===== src/rtl/iir_csa_sched_pkg.sv =====
// Shared types and constants for the carry-save IIR subtractor scheduler.
package iir_csa_sched_pkg;
  localparam int DEF_WIDTH     = 16;
  localparam int DEF_N_CH      = 4;
  localparam int CSA_SUB_CONST = 3;

  typedef logic [$clog2(DEF_N_CH)-1:0] ch_idx_t;
endpackage


===== src/rtl/iir_csa_sched_csa.sv =====
// Bitwise 3:2 carry-save compressor; carry_o is unshifted (weight 2 per bit).
module iir_csa_sched_csa #(
  parameter int WIDTH = 16
) (
  input  logic [WIDTH-1:0] a_i,
  input  logic [WIDTH-1:0] b_i,
  input  logic [WIDTH-1:0] c_i,
  output logic [WIDTH-1:0] sum_o,
  output logic [WIDTH-1:0] carry_o
);
  assign sum_o   = a_i ^ b_i ^ c_i;
  assign carry_o = (a_i & b_i) | (a_i & c_i) | (b_i & c_i);
endmodule


===== src/rtl/iir_csa_sched.sv =====
// Round-robin scheduler sharing one carry-save y[n] = x[n] - y[n-1] slice
// between N_CH channels, with a single registered, backpressured output.
module iir_csa_sched
  import iir_csa_sched_pkg::*;
#(
  parameter int WIDTH = DEF_WIDTH,
  parameter int N_CH  = DEF_N_CH
) (
  input  logic                      clk,
  input  logic                      rst,
  input  logic [N_CH-1:0]           req_valid,
  input  logic [N_CH*WIDTH-1:0]     req_sample,
  output logic [N_CH-1:0]           req_ready,
  input  logic [N_CH-1:0]           clr,
  output logic                      out_valid,
  output logic [$clog2(N_CH)-1:0]   out_ch,
  output logic [WIDTH-1:0]          out_data,
  input  logic                      out_ready
);
  localparam int CHW = $clog2(N_CH);

  logic [WIDTH-1:0] sum_q   [N_CH];
  logic [WIDTH-1:0] carry_q [N_CH];
  logic [CHW-1:0]   rr_q, rr_d;
  logic             out_valid_q, out_valid_d;
  logic [CHW-1:0]   out_ch_q, out_ch_d;
  logic [WIDTH-1:0] out_data_q, out_data_d;

  logic             out_free;
  logic [N_CH-1:0]  elig;
  logic             grant_found;
  logic [CHW-1:0]   grant_idx;

  logic [WIDTH-1:0] x_sel, sum_sel, carry_sel, ncarry_sh;
  logic [WIDTH-1:0] s1_sum, s1_carry, s1_carry_sh;
  logic [WIDTH-1:0] s2_sum, s2_carry, resolved;

  // Scan downward so the lowest offset from start is the last (winning) hit.
  function automatic logic [CHW:0] rr_pick(input logic [N_CH-1:0] e,
                                           input logic [CHW-1:0] start);
    logic [CHW:0] res;
    int           idx;
    res = '0;
    for (int k = N_CH - 1; k >= 0; k--) begin
      idx = (int'(start) + k) % N_CH;
      if (e[idx]) res = {1'b1, idx[CHW-1:0]};
    end
    return res;
  endfunction

  assign out_free = !out_valid_q || out_ready;
  assign elig     = req_valid & ~clr & {N_CH{out_free}};

  always_comb begin
    {grant_found, grant_idx} = rr_pick(elig, rr_q);
  end

  for (genvar gi = 0; gi < N_CH; gi++) begin : g_ready
    assign req_ready[gi] = grant_found && (grant_idx == CHW'(gi));
  end

  assign x_sel     = req_sample[int'(grant_idx)*WIDTH +: WIDTH];
  assign sum_sel   = sum_q[grant_idx];
  assign carry_sel = carry_q[grant_idx];

  // x + ~s + 2*~c = x - y_prev - 3; the second stage adds the 3 back.
  assign ncarry_sh = (~carry_sel) << 1;

  iir_csa_sched_csa #(.WIDTH(WIDTH)) u_csa_s1 (
    .a_i    (x_sel),
    .b_i    (~sum_sel),
    .c_i    (ncarry_sh),
    .sum_o  (s1_sum),
    .carry_o(s1_carry)
  );

  assign s1_carry_sh = s1_carry << 1;

  iir_csa_sched_csa #(.WIDTH(WIDTH)) u_csa_s2 (
    .a_i    (WIDTH'(CSA_SUB_CONST)),
    .b_i    (s1_sum),
    .c_i    (s1_carry_sh),
    .sum_o  (s2_sum),
    .carry_o(s2_carry)
  );

  assign resolved = s2_sum + (s2_carry << 1);

  always_comb begin
    rr_d        = rr_q;
    out_valid_d = out_valid_q;
    out_ch_d    = out_ch_q;
    out_data_d  = out_data_q;
    if (grant_found) begin
      rr_d        = (int'(grant_idx) == N_CH - 1) ? '0 : grant_idx + CHW'(1);
      out_valid_d = 1'b1;
      out_ch_d    = grant_idx;
      out_data_d  = resolved;
    end else if (out_ready) begin
      out_valid_d = 1'b0;
    end
  end

  always_ff @(posedge clk) begin
    if (rst) begin
      rr_q        <= '0;
      out_valid_q <= 1'b0;
      out_ch_q    <= '0;
      out_data_q  <= '0;
    end else begin
      rr_q        <= rr_d;
      out_valid_q <= out_valid_d;
      out_ch_q    <= out_ch_d;
      out_data_q  <= out_data_d;
    end
  end

  // A cleared channel is never granted, so clear and update cannot collide.
  always_ff @(posedge clk) begin
    for (int i = 0; i < N_CH; i++) begin
      if (rst || clr[i]) begin
        sum_q[i]   <= '0;
        carry_q[i] <= '0;
      end else if (grant_found && grant_idx == CHW'(i)) begin
        sum_q[i]   <= s2_sum;
        carry_q[i] <= s2_carry;
      end
    end
  end

  assign out_valid = out_valid_q;
  assign out_ch    = out_ch_q;
  assign out_data  = out_data_q;
endmodule


===== config.mk =====
export PLATFORM = sky130hd
export DESIGN_NAME = iir_csa_sched
export DESIGN_NICKNAME = d
export VERILOG_FILES = /design/src/rtl/iir_csa_sched_pkg.sv /design/src/rtl/iir_csa_sched_csa.sv /design/src/rtl/iir_csa_sched.sv
export SDC_FILE = /design/constraint.sdc
export NUM_CORES = 1
export LEC_CHECK = 0
export BUFFER_PORTS_ARGS = -buffer_cell sky130_fd_sc_hd__buf_4
export CORE_MARGIN = 10
export CORE_UTILIZATION = 53
export CTS_CLUSTER_DIAMETER = 120
export DETAILED_ROUTE_END_ITERATION = 16
export HOLD_SLACK_MARGIN = 0.06
export PLACE_DENSITY = 0.75
export REMOVE_ABC_BUFFERS = 1
export SLEW_MARGIN = 20
export SYNTH_ARGS = -nofsm -noshare
export SYNTH_HDL_FRONTEND = slang
export SYNTH_SLANG_ARGS = --single-unit

===== constraint.sdc =====
create_clock -name clk -period 5.1 [get_ports clk]
set_input_delay 0.255 -clock clk [delete_from_list [all_inputs] [get_ports clk]]
set_output_delay 0.255 -clock clk [all_outputs]
set_load 0.03 [all_outputs]

* Yosys cells after proc, flatten, opt, wreduce, memory -nomap -nowiden
Memory sizes are Yosys's and may differ from the RTL's. Cells that the tools add are included.
Cells by class: shift-type cells 1, mux-type cells 46, bitwise logic cells 28, magnitude comparators 4, add/subtract/negate cells 5, reductions and logical operators 15, equality and inequality tests 4
Operator list (count):
- 2-to-1 mux 16 bit | 8
- variable part select 64 x 7 -> 16 bit | 1
- bitwise XOR 16 bit | 3
- AND 15 bit | 3
- bitwise OR 15 bit | 2
- 2-to-1 mux 1 bit | 29
- adder 16 bit | 1
- AND 16 bit | 1
- NOT 16 bit | 1
- bitwise OR 16 bit | 1
- NOT 15 bit | 1
- less-than comparator 3 x 4 -> 1 bit (second input constant) | 3
- 2-to-1 mux 3 bit | 4
- AND 4 bit | 2
- binary-select mux 1 bit (select 2 bit) | 4
- bitwise OR 1 bit | 8
- OR reduction 2 bit | 3
- logical OR 1 bit | 5
- adder 2 x 1 -> 2 bit (second input constant) | 2
- adder 2 bit (second input constant) | 2
- == test 2 x 1 -> 1 bit (second input constant) | 2
- == test 2 bit (second input constant) | 2
- logical AND 1 bit | 4
- NOT 4 bit | 1
- 8 further kinds | 10
Storage, ports and cells: word-level logic and storage cells 109, memories 2, output and inout bits 23, bits in registers 21, memory bits (writable) 128, input bits 75
Memory list:
- carry_q | depth 4, bits a word 16, rd ports 1, clocked after memory_dff 0, write ports 4, RTL line iir_csa_sched.sv:23 | logic [WIDTH-1:0] carry_q [N_CH];
- sum_q | depth 4, bits a word 16, rd ports 1, clocked after memory_dff 0, write ports 4, RTL line iir_csa_sched.sv:22 | logic [WIDTH-1:0] sum_q [N_CH];

* Depth between registers and ports, before layout
An unclocked memory read counts as a cell.
depth in word-level cells 18, mapped depth 23, depth with buffers taken out 22

* Cells and area by module
From an unflattened synthesis, not the netlist that was laid out.
Unflattened totals: cell total of the unflattened synthesis 646, area total of the unflattened synthesis 8360.5 sq um
By module, submodules not included:
- iir_csa_sched | cells an instance 614, times used 1, sequential area each 4144.0 sq um, area an instance 7719.9 sq um
- iir_csa_sched_csa | cells an instance 16, times used 2, sequential area each 0.0 sq um, area an instance 320.3 sq um

* Worst setup path after synthesis
No wires, ideal clock.
path type register to register, start reg out_valid_q, in the netlist out_valid, end reg out_data_q[15], in the netlist out_data[15], slack -148 ps, stages on the path, launching flop included 24, arrival 5169 ps, cell sequence dfxtp_1 or2b_4 nand2_1 a2111oi_4 nor2_1 clkbuf_1 buf_1 nand2_1 nand3_1 nand2_1 fa_1 inv_1 ha_1 inv_1 ha_1 fa_1 nand3_1 a211oi_1 o21ai_0 o21ai_0 o31ai_1 o2bb2ai_1 xnor3_1 a211oi_2
On the way: elaborated cells on any way between the ends 36, those cells by class add/sub (1); shift (1); mux (15); bitwise (15); reduce/logical (2); memory (2)
RTL lines:
- start, declared | RTL line iir_csa_sched.sv:25 | logic out_valid_q, out_valid_d;
- start signal, assigned | RTL line iir_csa_sched.sv:112 | out_valid_q <= out_valid_d;
- logical NOT 1 bit * | RTL line iir_csa_sched.sv:51 | assign out_free = !out_valid_q || out_ready;
- logical OR 1 bit * | RTL line iir_csa_sched.sv:51
- AND 4 bit * | RTL line iir_csa_sched.sv:52 | assign elig = req_valid & ~clr & {N_CH{out_free}};
- binary-select mux 1 bit (select 2 bit) | RTL line iir_csa_sched.sv:46 | if (e[idx]) res = {1'b1, idx[CHW-1:0]};
- 2-to-1 mux 1 bit (implied by the code) (2 in a row) | RTL line iir_csa_sched.sv:46
- 2-to-1 mux 3 bit (3 in a row) | RTL line iir_csa_sched.sv:46
- 2-to-1 mux 3 bit * | RTL line iir_csa_sched.sv:46
- branches (longest 5 deep; another with variable part select 64 x 7 -> 16 bit)
- bitwise XOR 16 bit * | RTL line iir_csa_sched_csa.sv:11 | assign sum_o = a_i ^ b_i ^ c_i;
- named net s2_sum[1] | RTL line iir_csa_sched.sv:36 | logic [WIDTH-1:0] s2_sum, s2_carry, resolved;
- adder 16 bit * | RTL line iir_csa_sched.sv:87 | assign resolved = s2_sum + (s2_carry << 1);
- end signal, assigned | RTL line iir_csa_sched.sv:114 | out_data_q <= out_data_d;
- end, declared | RTL line iir_csa_sched.sv:27 | logic [WIDTH-1:0] out_data_q, out_data_d;
Mark *: on every way through the listed nets, which the timed path passes. The select of a mux whose other input is x is not followed. A chain may end at the register's enable or synchronous reset.

* Worst setup path after layout
Ends and elaborated chain as after synthesis.

==> flow_metrics.tcl <==
set metrics [dict create \
    drt_wl_total_mm 22.0 \
    die_area_um2 21000 \
    synthXorXnorAreaFrac 0.0249 \
    fin_nets 1094 \
    cts_tree "yes" \
    viasPerCell 5.54 \
    synth_edf_count 124 \
    grt_max_degree 38 \
    coreArea_um2 15300 \
    seqCellArea_um2 4140 \
    grt_antenna_before_repair 0 \
    layout.cells.non_filler 1191 \
    ff2ff_setup_slack_ps 260 \
    dp_slack_ps 122 \
    synth_top_family_by_area "simple AND/OR/NAND/NOR gates" \
    critical_path_required_ps 5450 \
    track_usage 0.211 \
    fin_area_um2 10000 \
    grt_pass1_vias 6767 \
    r2r_cells 22 \
    crit_arrival_ps 5190 \
    cts-buffers-inserted 17 \
    hold_viol_final 0 \
    async_reset_ff_frac 0 \
    firstDrtPassIters 5 \
    drive_gt1_frac 0.186 \
    clk_path_buf_depth 2 \
    worstSkewPairLatency_ps 430 \
    htree_levels 4 \
    reg2reg_to "out_data[15]" \
    clkSinkCount 145 \
    start_util 0.543 \
    critPathKind "flip-flop to flip-flop" \
    dpl_cell_area_um2 9450 \
    port_buffers 97 \
    io_pins 98 \
    hp-class "input port to flip-flop" \
    ant_nets 0 \
    drcViolationCount 0 \
    synth_top_area_share 0.449 \
    ys.flop_type "edfxtp_1" \
    dr.first_iter.drc_count 547 \
    synth_area_leader_cell "edfxtp_1" \
    ir_drop_mv 0.333 \
    ys_ff_latch 145 \
    wl_per_cell_um 18.5 \
    worst_setup_path_start_kind "flip-flop" \
    die_x_um 145 \
    root_buffer "clkbuf_16" \
    syn_avg_cell_area_um2 9.61 \
    ys_types 49 \
    status "complete, no violations" \
    crit_fanout 8 \
    synth_warnings 0 \
    antenna_cells 0 \
    setup_viol 0 \
    ys_seq_area_frac 0.500 \
    yosys-top-cells-area "edfxtp_1 45%, nand2_1 11%, and2_1 8.2%, ha_1 5.6%, dfxtp_1 5.1%" \
    max_cap_viol_count 0 \
    synthSimpleGateAreaFrac 0.283 \
    rows 45 \
    fillers 1226 \
    area_delta_synth_final_pct 21.1 \
    die_h_um 145 \
    slew_headroom 0.317 \
    worst_hold_slack_ps 197 \
    crit_start "out_valid" \
    grt_pass1_wl_mm 36.0 \
    skew_ps 12.3 \
    multi_input_area_um2 3960 \
    clk_pin_slew_ps 60 \
    worstSetupEndpoint "out_data[15]" \
    synthAdderAreaFrac 0.0921 \
    synth_compound_area_frac 0.0681 \
    muxShareOfSynthArea 0 \
    cts_hold_buf 0 \
    period_minus_slack_ps 4840 \
    vias 6598 \
    leakagePower_nw 4.36 \
    synth_cells 862 \
    end_kind "flip-flop" \
    gr-total-overflow 0 \
    dp_cells 1158 \
    max_freq_ghz 0.207 \
    power_density_nw_per_um2 539 \
    timing.rr.start "out_valid" \
    hpwl_mm 14.9 \
    finalCritPeriodShare 0.948 \
    setup_ws_ps 263 \
    gp_congestion 0.873 \
    worstMarginPinSlew_ps 1020 \
    drv_slew 0 \
    netlist_area_um2 8290 \
    rsz0062_at_grt "true" \
]
==> worst max-delay path, cell delays in order (launching register included) <==
cell	delay, ps
dfxtp_1	350
nor2b_4	210
nor3b_2	90
a2111oi_4	430
nor2_4	100
buf_4	180
nand2_1	70
and3_1	190
a31oi_2	70
fa_1	550
inv_1	50
ha_1	350
inv_1	80
ha_1	220
fa_1	410
nand3_1	120
a211oi_1	80
o21ai_1	190
o21ai_1	150
o31ai_2	260
o2bb2ai_1	150
xnor3_1	240
a211oi_2	210
==> power breakdown <==
part / internal [mW] / total (mW) / switching [mW]
sequential: 1.45 / 1.52 / 0.0649
clock: 0.644 / 1.14 / 0.495
combinational: 1.13 / 2.75 / 1.62
total: 3.23 / 5.41 / 2.18
==> state kept, by name, summed over array words and instances, names as in the netlist <==
signal / cells
out_valid: 1
rr_q: 2
out_data: 16
out_ch: 2
sum_q: 64
carry_q: 60
==> worst min path at each step <==
stage | to | from | depth (start not counted)
after floorplan | out_data[15] | rst | 1
after global placement | out_data[1] | out_data[1] | 2
after detailed placement | out_data[1] | out_data[1] | 2
after CTS | out_valid | out_ready | 3
after global routing | out_valid | out_ready | 3
final | out_valid | out_ready | 3
==> Yosys cell counts (all sizes together), types with 4 or more instances <==
master  instances
and2          109
nor3           11
nor2b           5
edfxtp        124
o21ai           8
nor2           40
nand2b          4
buf             4
nand2         236
clkbuf         40
xnor2          11
a211oi          6
inv            25
and3           25
ha             37
dfxtp          21
nand3          52
xor2           10
a21oi          25
a31oi          25
fa             15
==> metrics by stage <==
step	TNS (ps)	total power, mW	utilization
final	0	5.41	0.658
after detailed placement	0	4.19	0.619
after CTS	0	5.35	0.654
after floorplan	-439310	3.39	-
after global routing	-101	5.79	0.658
after global placement	0	4.13	0.616
==> cell type report <==
type,count,area share
Inverter,26,0.00997
Clock buffer,19,0.0451
Sequential cell,145,0.413
Multi-Input combinational cell,647,0.394
Clock inverter,13,0.00848
Timing Repair Buffer,130,0.103
Tap cell,211,0.0263
==> repair_timing <==
action | 4_1_cts | 5_1_grt
buffers inserted | 0 | 0
resized for setup | 0 | 10
endpoints found under the setup margin | 0 | 4
==> per-layer routing <==
| layer | vias up | track usage | routed length (um) |
|---|---|---|---|
| li1 | 3151 | - | - |
| met1 | 3191 | 0.265 | 9350 |
| met2 | 222 | 0.357 | 11100 |
| met3 | 34 | 0.0400 | 1270 |
| met4 | 0 | 0.0664 | 337 |
| met5 | - | 0 | 0 |
==> placed cells by master (no fill, tap or decap), drive strengths merged, types with 2 or more instances in the layout <==
cell | synthesis | final
clkinvlp | 0 | 3
edfxtp | 124 | 124
dfxtp | 21 | 21
clkinv | 1 | 8
o31ai | 2 | 2
nor2b | 5 | 5
buf | 4 | 130
a2111oi | 2 | 2
nor2 | 40 | 40
a21oi | 25 | 25
clkbuf | 40 | 19
o2111ai | 2 | 2
and3 | 25 | 25
a211oi | 6 | 6
ha | 37 | 37
nand2b | 4 | 4
nor3 | 11 | 11
or3 | 2 | 2
xor2 | 10 | 10
o21ai | 8 | 8
a21o | 2 | 2
nand3b | 2 | 2
inv | 25 | 28
o21bai | 2 | 2
nor3b | 2 | 2
nand2 | 236 | 236
and2 | 109 | 109
nand3 | 52 | 52
a31oi | 25 | 25
o211a | 2 | 2
fa | 15 | 15
xnor2 | 11 | 11
==> cell families (layout without fill, tap and decap cells) <==
logic type / Yosys count / in the layout
xor gates and xnor gates: 22 / 22
adders and majority gates: 52 / 52
buffers and inverters: 70 / 188
DFF: 145 / 145
and+or+nand+nor: 492 / 492
AOI/OAI and AO/OA: 81 / 81
(Power assumes the default switching activity.)
